===== config.mk =====
export PLATFORM = sky130hd
export DESIGN_NAME = seq_mult_shiftadd_flat
export DESIGN_NICKNAME = d
export VERILOG_FILES = /design/src/rtl/seq_mult_shiftadd_if.sv /design/src/rtl/seq_mult_shiftadd.sv /design/src/flat_wrapper.sv
export SDC_FILE = /design/constraint.sdc
export NUM_CORES = 1
export LEC_CHECK = 0
export CORE_ASPECT_RATIO = 1.75
export CORE_MARGIN = 3
export CORE_UTILIZATION = 50
export DETAILED_ROUTE_END_ITERATION = 10
export DONT_BUFFER_PORTS = 1
export GPL_ROUTABILITY_DRIVEN = 0
export PLACE_DENSITY = 0.68
export SYNTH_ARGS = -nofsm -noshare
export SYNTH_HDL_FRONTEND = slang
export SYNTH_SLANG_ARGS = --single-unit

===== constraint.sdc =====
create_clock -name clk -period 2.1 [get_ports clk]
set_input_delay 0.525 -clock clk [delete_from_list [all_inputs] [get_ports clk]]
set_output_delay 0.525 -clock clk [all_outputs]
set_load 0.03 [all_outputs]

===== src/rtl/seq_mult_shiftadd_if.sv =====
// ============================================================================
//  Module      : seq_mult_shiftadd_if
//  Description : Operand/product handshake bundle for seq_mult_shiftadd.
//  Revision    : 1.0  initial release
// ============================================================================
`default_nettype none

interface seq_mult_shiftadd_if #(
  parameter int WIDTH = 8
);
  logic                 in_valid;
  logic                 in_ready;
  logic [WIDTH-1:0]     a;
  logic [WIDTH-1:0]     b;
  logic                 tc;
  logic                 out_valid;
  logic                 out_ready;
  logic [2*WIDTH-1:0]   product;
  logic                 busy;

  modport master (
    output in_valid, a, b, tc, out_ready,
    input  in_ready, out_valid, product, busy
  );

  modport slave (
    input  in_valid, a, b, tc, out_ready,
    output in_ready, out_valid, product, busy
  );
endinterface

`default_nettype wire


===== src/rtl/seq_mult_shiftadd.sv =====
// ============================================================================
//  Module      : seq_mult_shiftadd
//  Description : Iterative WIDTH x WIDTH shift-and-add multiplier, one adder,
//                WIDTH iterations per product. Define SEQMUL_SIGNED_EN to add
//                a two's-complement mode selected per transaction by tc.
//  Revision    : 1.0  initial release
// ============================================================================
`default_nettype none

module seq_mult_shiftadd #(
  parameter int WIDTH = 8
) (
  input  wire logic           clk,
  input  wire logic           reset,
  seq_mult_shiftadd_if.slave  bus
);

  localparam int CNT_W = $clog2(WIDTH + 1);

  typedef enum logic [1:0] {
    S_IDLE = 2'd0,
    S_CALC = 2'd1,
    S_DONE = 2'd2
  } state_t;

  state_t               r_state;
  state_t               w_state_nxt;

  logic [2*WIDTH-1:0]   r_acc;
  logic [2*WIDTH-1:0]   r_product;
  logic [WIDTH-1:0]     r_mcand;
  logic [CNT_W-1:0]     r_cnt;

  logic [WIDTH:0]       w_sum;
  logic [2*WIDTH-1:0]   w_acc_nxt;
  logic [2*WIDTH-1:0]   w_result;
  logic [WIDTH-1:0]     w_mcand_in;
  logic [WIDTH-1:0]     w_mplier_in;
  logic                 w_last;

  // Upper half accumulates partial sums; lower half holds the multiplier,
  // consumed LSB-first as the whole register shifts right.
  always_comb begin
    w_sum     = {1'b0, r_acc[2*WIDTH-1:WIDTH]} + (r_acc[0] ? {1'b0, r_mcand} : '0);
    w_acc_nxt = {w_sum, r_acc[WIDTH-1:1]};
  end

  assign w_last = (r_cnt == CNT_W'(1));

`ifdef SEQMUL_SIGNED_EN
  logic r_neg;
  logic w_a_neg;
  logic w_b_neg;

  // Magnitudes fit in WIDTH unsigned bits, including the most-negative value.
  assign w_a_neg     = bus.tc & bus.a[WIDTH-1];
  assign w_b_neg     = bus.tc & bus.b[WIDTH-1];
  assign w_mcand_in  = w_a_neg ? -bus.a : bus.a;
  assign w_mplier_in = w_b_neg ? -bus.b : bus.b;
  assign w_result    = r_neg ? -w_acc_nxt : w_acc_nxt;
`else
  logic w_unused_tc;

  assign w_unused_tc = bus.tc;
  assign w_mcand_in  = bus.a;
  assign w_mplier_in = bus.b;
  assign w_result    = w_acc_nxt;
`endif

  always_ff @(posedge clk or posedge reset) begin
    if (reset) begin
      r_state <= S_IDLE;
    end else begin
      r_state <= w_state_nxt;
    end
  end

  always_comb begin
    w_state_nxt = r_state;
    case (r_state)
      S_IDLE:  if (bus.in_valid)  w_state_nxt = S_CALC;
      S_CALC:  if (w_last)        w_state_nxt = S_DONE;
      S_DONE:  if (bus.out_ready) w_state_nxt = S_IDLE;
      default:                    w_state_nxt = S_IDLE;
    endcase
  end

  always_ff @(posedge clk or posedge reset) begin
    if (reset) begin
      r_acc     <= '0;
      r_mcand   <= '0;
      r_cnt     <= '0;
      r_product <= '0;
`ifdef SEQMUL_SIGNED_EN
      r_neg     <= 1'b0;
`endif
    end else begin
      case (r_state)
        S_IDLE: begin
          if (bus.in_valid) begin
            r_acc   <= {{WIDTH{1'b0}}, w_mplier_in};
            r_mcand <= w_mcand_in;
            r_cnt   <= CNT_W'(WIDTH);
`ifdef SEQMUL_SIGNED_EN
            r_neg   <= w_a_neg ^ w_b_neg;
`endif
          end
        end
        S_CALC: begin
          r_acc <= w_acc_nxt;
          r_cnt <= r_cnt - CNT_W'(1);
          if (w_last) begin
            r_product <= w_result;
          end
        end
        default: begin
        end
      endcase
    end
  end

  assign bus.in_ready  = (r_state == S_IDLE);
  assign bus.out_valid = (r_state == S_DONE);
  assign bus.busy      = (r_state == S_CALC) || (r_state == S_DONE);
  assign bus.product   = r_product;

endmodule

`default_nettype wire


===== src/flat_wrapper.sv =====
// flat-port wrapper written by rule: the top's interface ports become plain ports
module seq_mult_shiftadd_flat 
#(
  parameter int WIDTH = 8
)
  (clk, reset, bus_in_valid, bus_a, bus_b, bus_tc, bus_out_ready, bus_in_ready, bus_out_valid, bus_product, bus_busy);
  seq_mult_shiftadd_if #(.WIDTH(WIDTH)) bus_i ();
  input  wire logic clk;
  input  wire logic reset;
  input wire logic [$bits(bus_i.in_valid)-1:0] bus_in_valid;
  input wire logic [$bits(bus_i.a)-1:0] bus_a;
  input wire logic [$bits(bus_i.b)-1:0] bus_b;
  input wire logic [$bits(bus_i.tc)-1:0] bus_tc;
  input wire logic [$bits(bus_i.out_ready)-1:0] bus_out_ready;
  output wire logic [$bits(bus_i.in_ready)-1:0] bus_in_ready;
  output wire logic [$bits(bus_i.out_valid)-1:0] bus_out_valid;
  output wire logic [$bits(bus_i.product)-1:0] bus_product;
  output wire logic [$bits(bus_i.busy)-1:0] bus_busy;
  assign bus_i.in_valid = bus_in_valid;
  assign bus_i.a = bus_a;
  assign bus_i.b = bus_b;
  assign bus_i.tc = bus_tc;
  assign bus_i.out_ready = bus_out_ready;
  assign bus_in_ready = bus_i.in_ready;
  assign bus_out_valid = bus_i.out_valid;
  assign bus_product = bus_i.product;
  assign bus_busy = bus_i.busy;
  seq_mult_shiftadd #(.WIDTH(WIDTH)) u_core (.clk(clk), .reset(reset), .bus(bus_i));
endmodule

==> qor_table.md <==
| Quantity | This run |
|:---|:---|
| Power Dens Cells | 1547 nW/µm² |
| Cell leakage power | 1.175 nW |
| Drc violations | 0 |
| Placement row count | 31 |
| Overall die width | 56.55 µm |
| Number of buffers on the longest clock path | 2 |
| Cell area after synthesis | 2236 µm² |
| Remaining antenna violation count | 0 |
| Maximum level of the CTS H-tree | 2 |
| CP Launch Type | register |
| Reg2reg setup slack | -60 ps |
| Slowest library cell on the worst path | sky130_fd_sc_hd__dfrtp_1 |
| Worst-path maximum fanout | 2 |
| YS warnings | 0 |
| Max-slew violation count | 0 |
| Largest net degree at the start of global routing | 29 |
| CTS Sinks | 46 |
| Total of buffers placed on input and output ports | 0 |
| Distinct cell type count of the synthesized netlist | 32 |
| Core outline area | 4228 µm² |
| Failing checks | negative setup slack |
| Max cap viols | 0 |
| Slew at the pin closest to its max-slew limit | 565.7 ps |
| Final Worst Setup Slack | -63.68 ps |
| Post-DP HPWL | 3464 µm |
| Flop and latch count out of synthesis | 46 |
| Die area | 5342 µm² |
| Non-Filler Instances | 266 |
| Post-synth net total | 239 |
| IR Drop Worst-Case VDD | 0.001121 V |
| Clock tree from TritonCTS | built |
| Antenna violations before repair | 0 |
| Clock skew | 5.717 ps |
| Routed WL per cell | 17.62 µm |
| Most frequent cells in the layout | sky130_fd_sc_hd__dfrtp_1, sky130_fd_sc_hd__nand2_1, sky130_fd_sc_hd__o21ai_0, sky130_fd_sc_hd__mux2_2, sky130_fd_sc_hd__ha_1 |
| End of the worst register-to-register path | u_core.r_acc[13]$_DFFE_PP0P_ |
| Top-Level Pins | 40 |
| Global-route wire length before repair | 7493 µm |
| Worst R2R Start | u_core.r_acc[0]$_DFFE_PP0P_ |
| Max Freq | 462.2 MHz |
| Worst path arrival time | 2350 ps |
| Initial detailed-routing violation count | 36 |
| Via density per instance | 5.778 |
| Fin. Hold Viols | 0 |
| Overall Power | 3.885 mW |
| Final design utilization | 59.40% |
| Cts bufs inserted | 5 |
| Share of post-route cells with drive strength above 1 | 23.04% |
| Delay of the slowest cell on the worst path | 410 ps |
| Effective utilization at floorplan | 52.89% |
| Portion of the post-synthesis area used by sequential elements | 51.48% |
| Number of global-route vias before repair | 1602 |
| Count of buffers added by post-CTS timing repair for setup | 0 |
| Period Utilization, post-route | 103.0% |
| GRT Util Overall | 18.15% |
| Type of the tightest min-delay check | input pin to async pin |
| Post-CTS clock slew at the launch and capture registers of the worst setup and hold paths | 90 ps |
| Nets@finish | 251 |
| Vertical extent of the die | 94.47 µm |
| Final period demand of the worst path | 2164 ps |
| Relative max-transition margin | 62.18% |
| Insertion delay of the later-clocked pin in the worst-skew pair | 290 ps |
| Unrepaired setup endpoints after global routing | yes |
| Synth-to-Final Area Change | 12.31% |
| Mean cell area of the mapped netlist | 10.96 µm² |
| Required time at the worst-slack endpoint | 2280 ps |
| Worst reg-to-reg path cell count | 8 |
| Cell Chain, Critical Path | and2_4 > ha_4 > fa_2 > a211o_1 > a21o_1 > a21oi_2 > xor2_1 > o21ai_1 |
| Outcome | finished with violations |
| Most frequent standard cell in the layout excluding fill and tap cells | sky130_fd_sc_hd__dfrtp_1 |
| Critical path class | register to register |
| Total length of routed wires | 4686 µm |
| Final-report setup violation count | 4 |
| Tightest hold margin | 118.9 ps |
| Count of TritonRoute iterations in the first routing pass | 4 |
| Antenna diode count | 0 |
| Critical Path Sink Type | register |
| Via count of the routed design | 1537 |
| Cell at the root of the clock tree | sky130_fd_sc_hd__clkbuf_8 |
| Dpl cells | 258 |
| Synthesized netlist cell count | 204 |
| GRT Residual Overflow | 0 |
cells in the mapped netlist:
library cell | instances | share of area [%]
sky130_fd_sc_hd__inv_1 | 6 | 1.0
sky130_fd_sc_hd__a22o_1 | 1 | 0.39
sky130_fd_sc_hd__o21a_1 | 1 | 0.34
sky130_fd_sc_hd__nand2b_1 | 1 | 0.28
sky130_fd_sc_hd__clkbuf_1 | 1 | 0.17
sky130_fd_sc_hd__buf_2 | 5 | 1.1
sky130_fd_sc_hd__o21ai_1 | 1 | 0.22
sky130_fd_sc_hd__a21oi_2 | 1 | 0.39
sky130_fd_sc_hd__a21o_1 | 2 | 0.67
sky130_fd_sc_hd__fa_1 | 1 | 0.90
sky130_fd_sc_hd__xor2_1 | 5 | 2.0
sky130_fd_sc_hd__and2_1 | 8 | 2.2
sky130_fd_sc_hd__o21ai_0 | 29 | 6.5
sky130_fd_sc_hd__dfrtp_1 | 46 | 51
sky130_fd_sc_hd__nor3_1 | 1 | 0.22
sky130_fd_sc_hd__a32o_1 | 1 | 0.45
sky130_fd_sc_hd__nand3_1 | 2 | 0.45
sky130_fd_sc_hd__nand2_1 | 31 | 5.2
sky130_fd_sc_hd__a21o_2 | 1 | 0.39
sky130_fd_sc_hd__nor2b_1 | 1 | 0.28
sky130_fd_sc_hd__a211o_1 | 1 | 0.39
sky130_fd_sc_hd__ha_1 | 13 | 7.3
sky130_fd_sc_hd__o21bai_1 | 2 | 0.67
sky130_fd_sc_hd__o22a_1 | 1 | 0.39
sky130_fd_sc_hd__nor2_1 | 4 | 0.67
sky130_fd_sc_hd__o211ai_1 | 1 | 0.34
sky130_fd_sc_hd__mux2i_1 | 9 | 4.0
sky130_fd_sc_hd__mux2_2 | 17 | 8.6
sky130_fd_sc_hd__a21oi_1 | 7 | 1.6
sky130_fd_sc_hd__a211oi_1 | 2 | 0.67
sky130_fd_sc_hd__o21ai_2 | 1 | 0.39
sky130_fd_sc_hd__xnor2_1 | 1 | 0.39
area by class of cell:
cell class                 instances  area (µm²)
clock buffer                       6       72.57
fill                             364        1717
sequential                        46        1151
timing repair buffer              11       98.84
inverter                           6       22.52
multi-input combinational        146        1091
tap                               49       61.31
clock inverter                     2       13.76
layer usage:
layer	GRT usage [%]	wire length, µm
met1	17.82	1591
met2	35.91	2846
met3	3.694	139
met4	6.931	108
met5	0	0
stage by stage:
step / setup slack, ps / cell area, µm² / TNS (ps)
floorplan: 23.39 / 2238 / 0
global placement: -4.108 / 2366 / -6.475
detailed placement: -44.75 / 2366 / -203.1
CTS: -43.37 / 2475 / -91.89
global route: -128.9 / 2511 / -565.4
finish: -63.68 / 2511 / -129.6
where the power goes:
group	internal [mW]	total [mW]	switching, mW	leakage [nW]
Clock	0.235	0.530	0.294	0.0452
Combinational	0.721	1.63	0.908	0.540
Sequential	1.25	1.73	0.480	0.589
sequential cells by signal, summed over array words and instances, names as in the netlist:
| signal | count |
|---|---|
| u_core.bus.product | 16 |
| u_core.r_acc | 16 |
| u_core.r_cnt | 4 |
| u_core.r_mcand | 8 |
| u_core.r_state | 2 |
worst max path at each step:
stage                                      startpoint  slack [ps]  cells after the start                                 end
after global routing      u_core.r_acc[0]$_DFFE_PP0P_        -130                      8        u_core.r_acc[13]$_DFFE_PP0P_
after global placement    u_core.r_acc[0]$_DFFE_PP0P_          -4                      8  u_core.bus.product[13]$_DFFE_PP0P_
after detailed placement  u_core.r_acc[0]$_DFFE_PP0P_         -40                      8        u_core.r_acc[13]$_DFFE_PP0P_
final                     u_core.r_acc[0]$_DFFE_PP0P_         -60                      8        u_core.r_acc[13]$_DFFE_PP0P_
after CTS                 u_core.r_acc[0]$_DFFE_PP0P_         -40                      8        u_core.r_acc[13]$_DFFE_PP0P_
after floorplan           u_core.r_acc[0]$_DFFE_PP0P_          20                      8  u_core.bus.product[13]$_DFFE_PP0P_
kinds of logic (layout without fill, tap and decap cells):
logic type | Yosys count | in the layout | share of synthesized area, %
buf+inv | 12 | 25 | 2.294
simple gates | 48 | 48 | 9.345
compound gates | 52 | 52 | 13.77
mux | 26 | 26 | 12.59
xor+xnor | 6 | 6 | 2.350
fa+ha+maj | 14 | 14 | 8.170
flops | 46 | 46 | 51.48
timing repair:
item / in CTS / in global routing
gates resized for setup: 5 / 11
pin swaps: 2 / 6
hold buffers: 0 / 0
endpoints found under the setup margin: 6 / 8
gates cloned: 0 / 0
critical path: cells and delay by family (launching register included):
| family | cells | cell delay (ps) |
|---|---|---|
| AOI/OAI and AO/OA | 4 | 740 |
| xor gates and xnor gates | 1 | 230 |
| adders and majority gates | 2 | 490 |
| DFF | 1 | 410 |
| and+or+nand+nor | 1 | 180 |
Power figures use the tool's default switching activity.
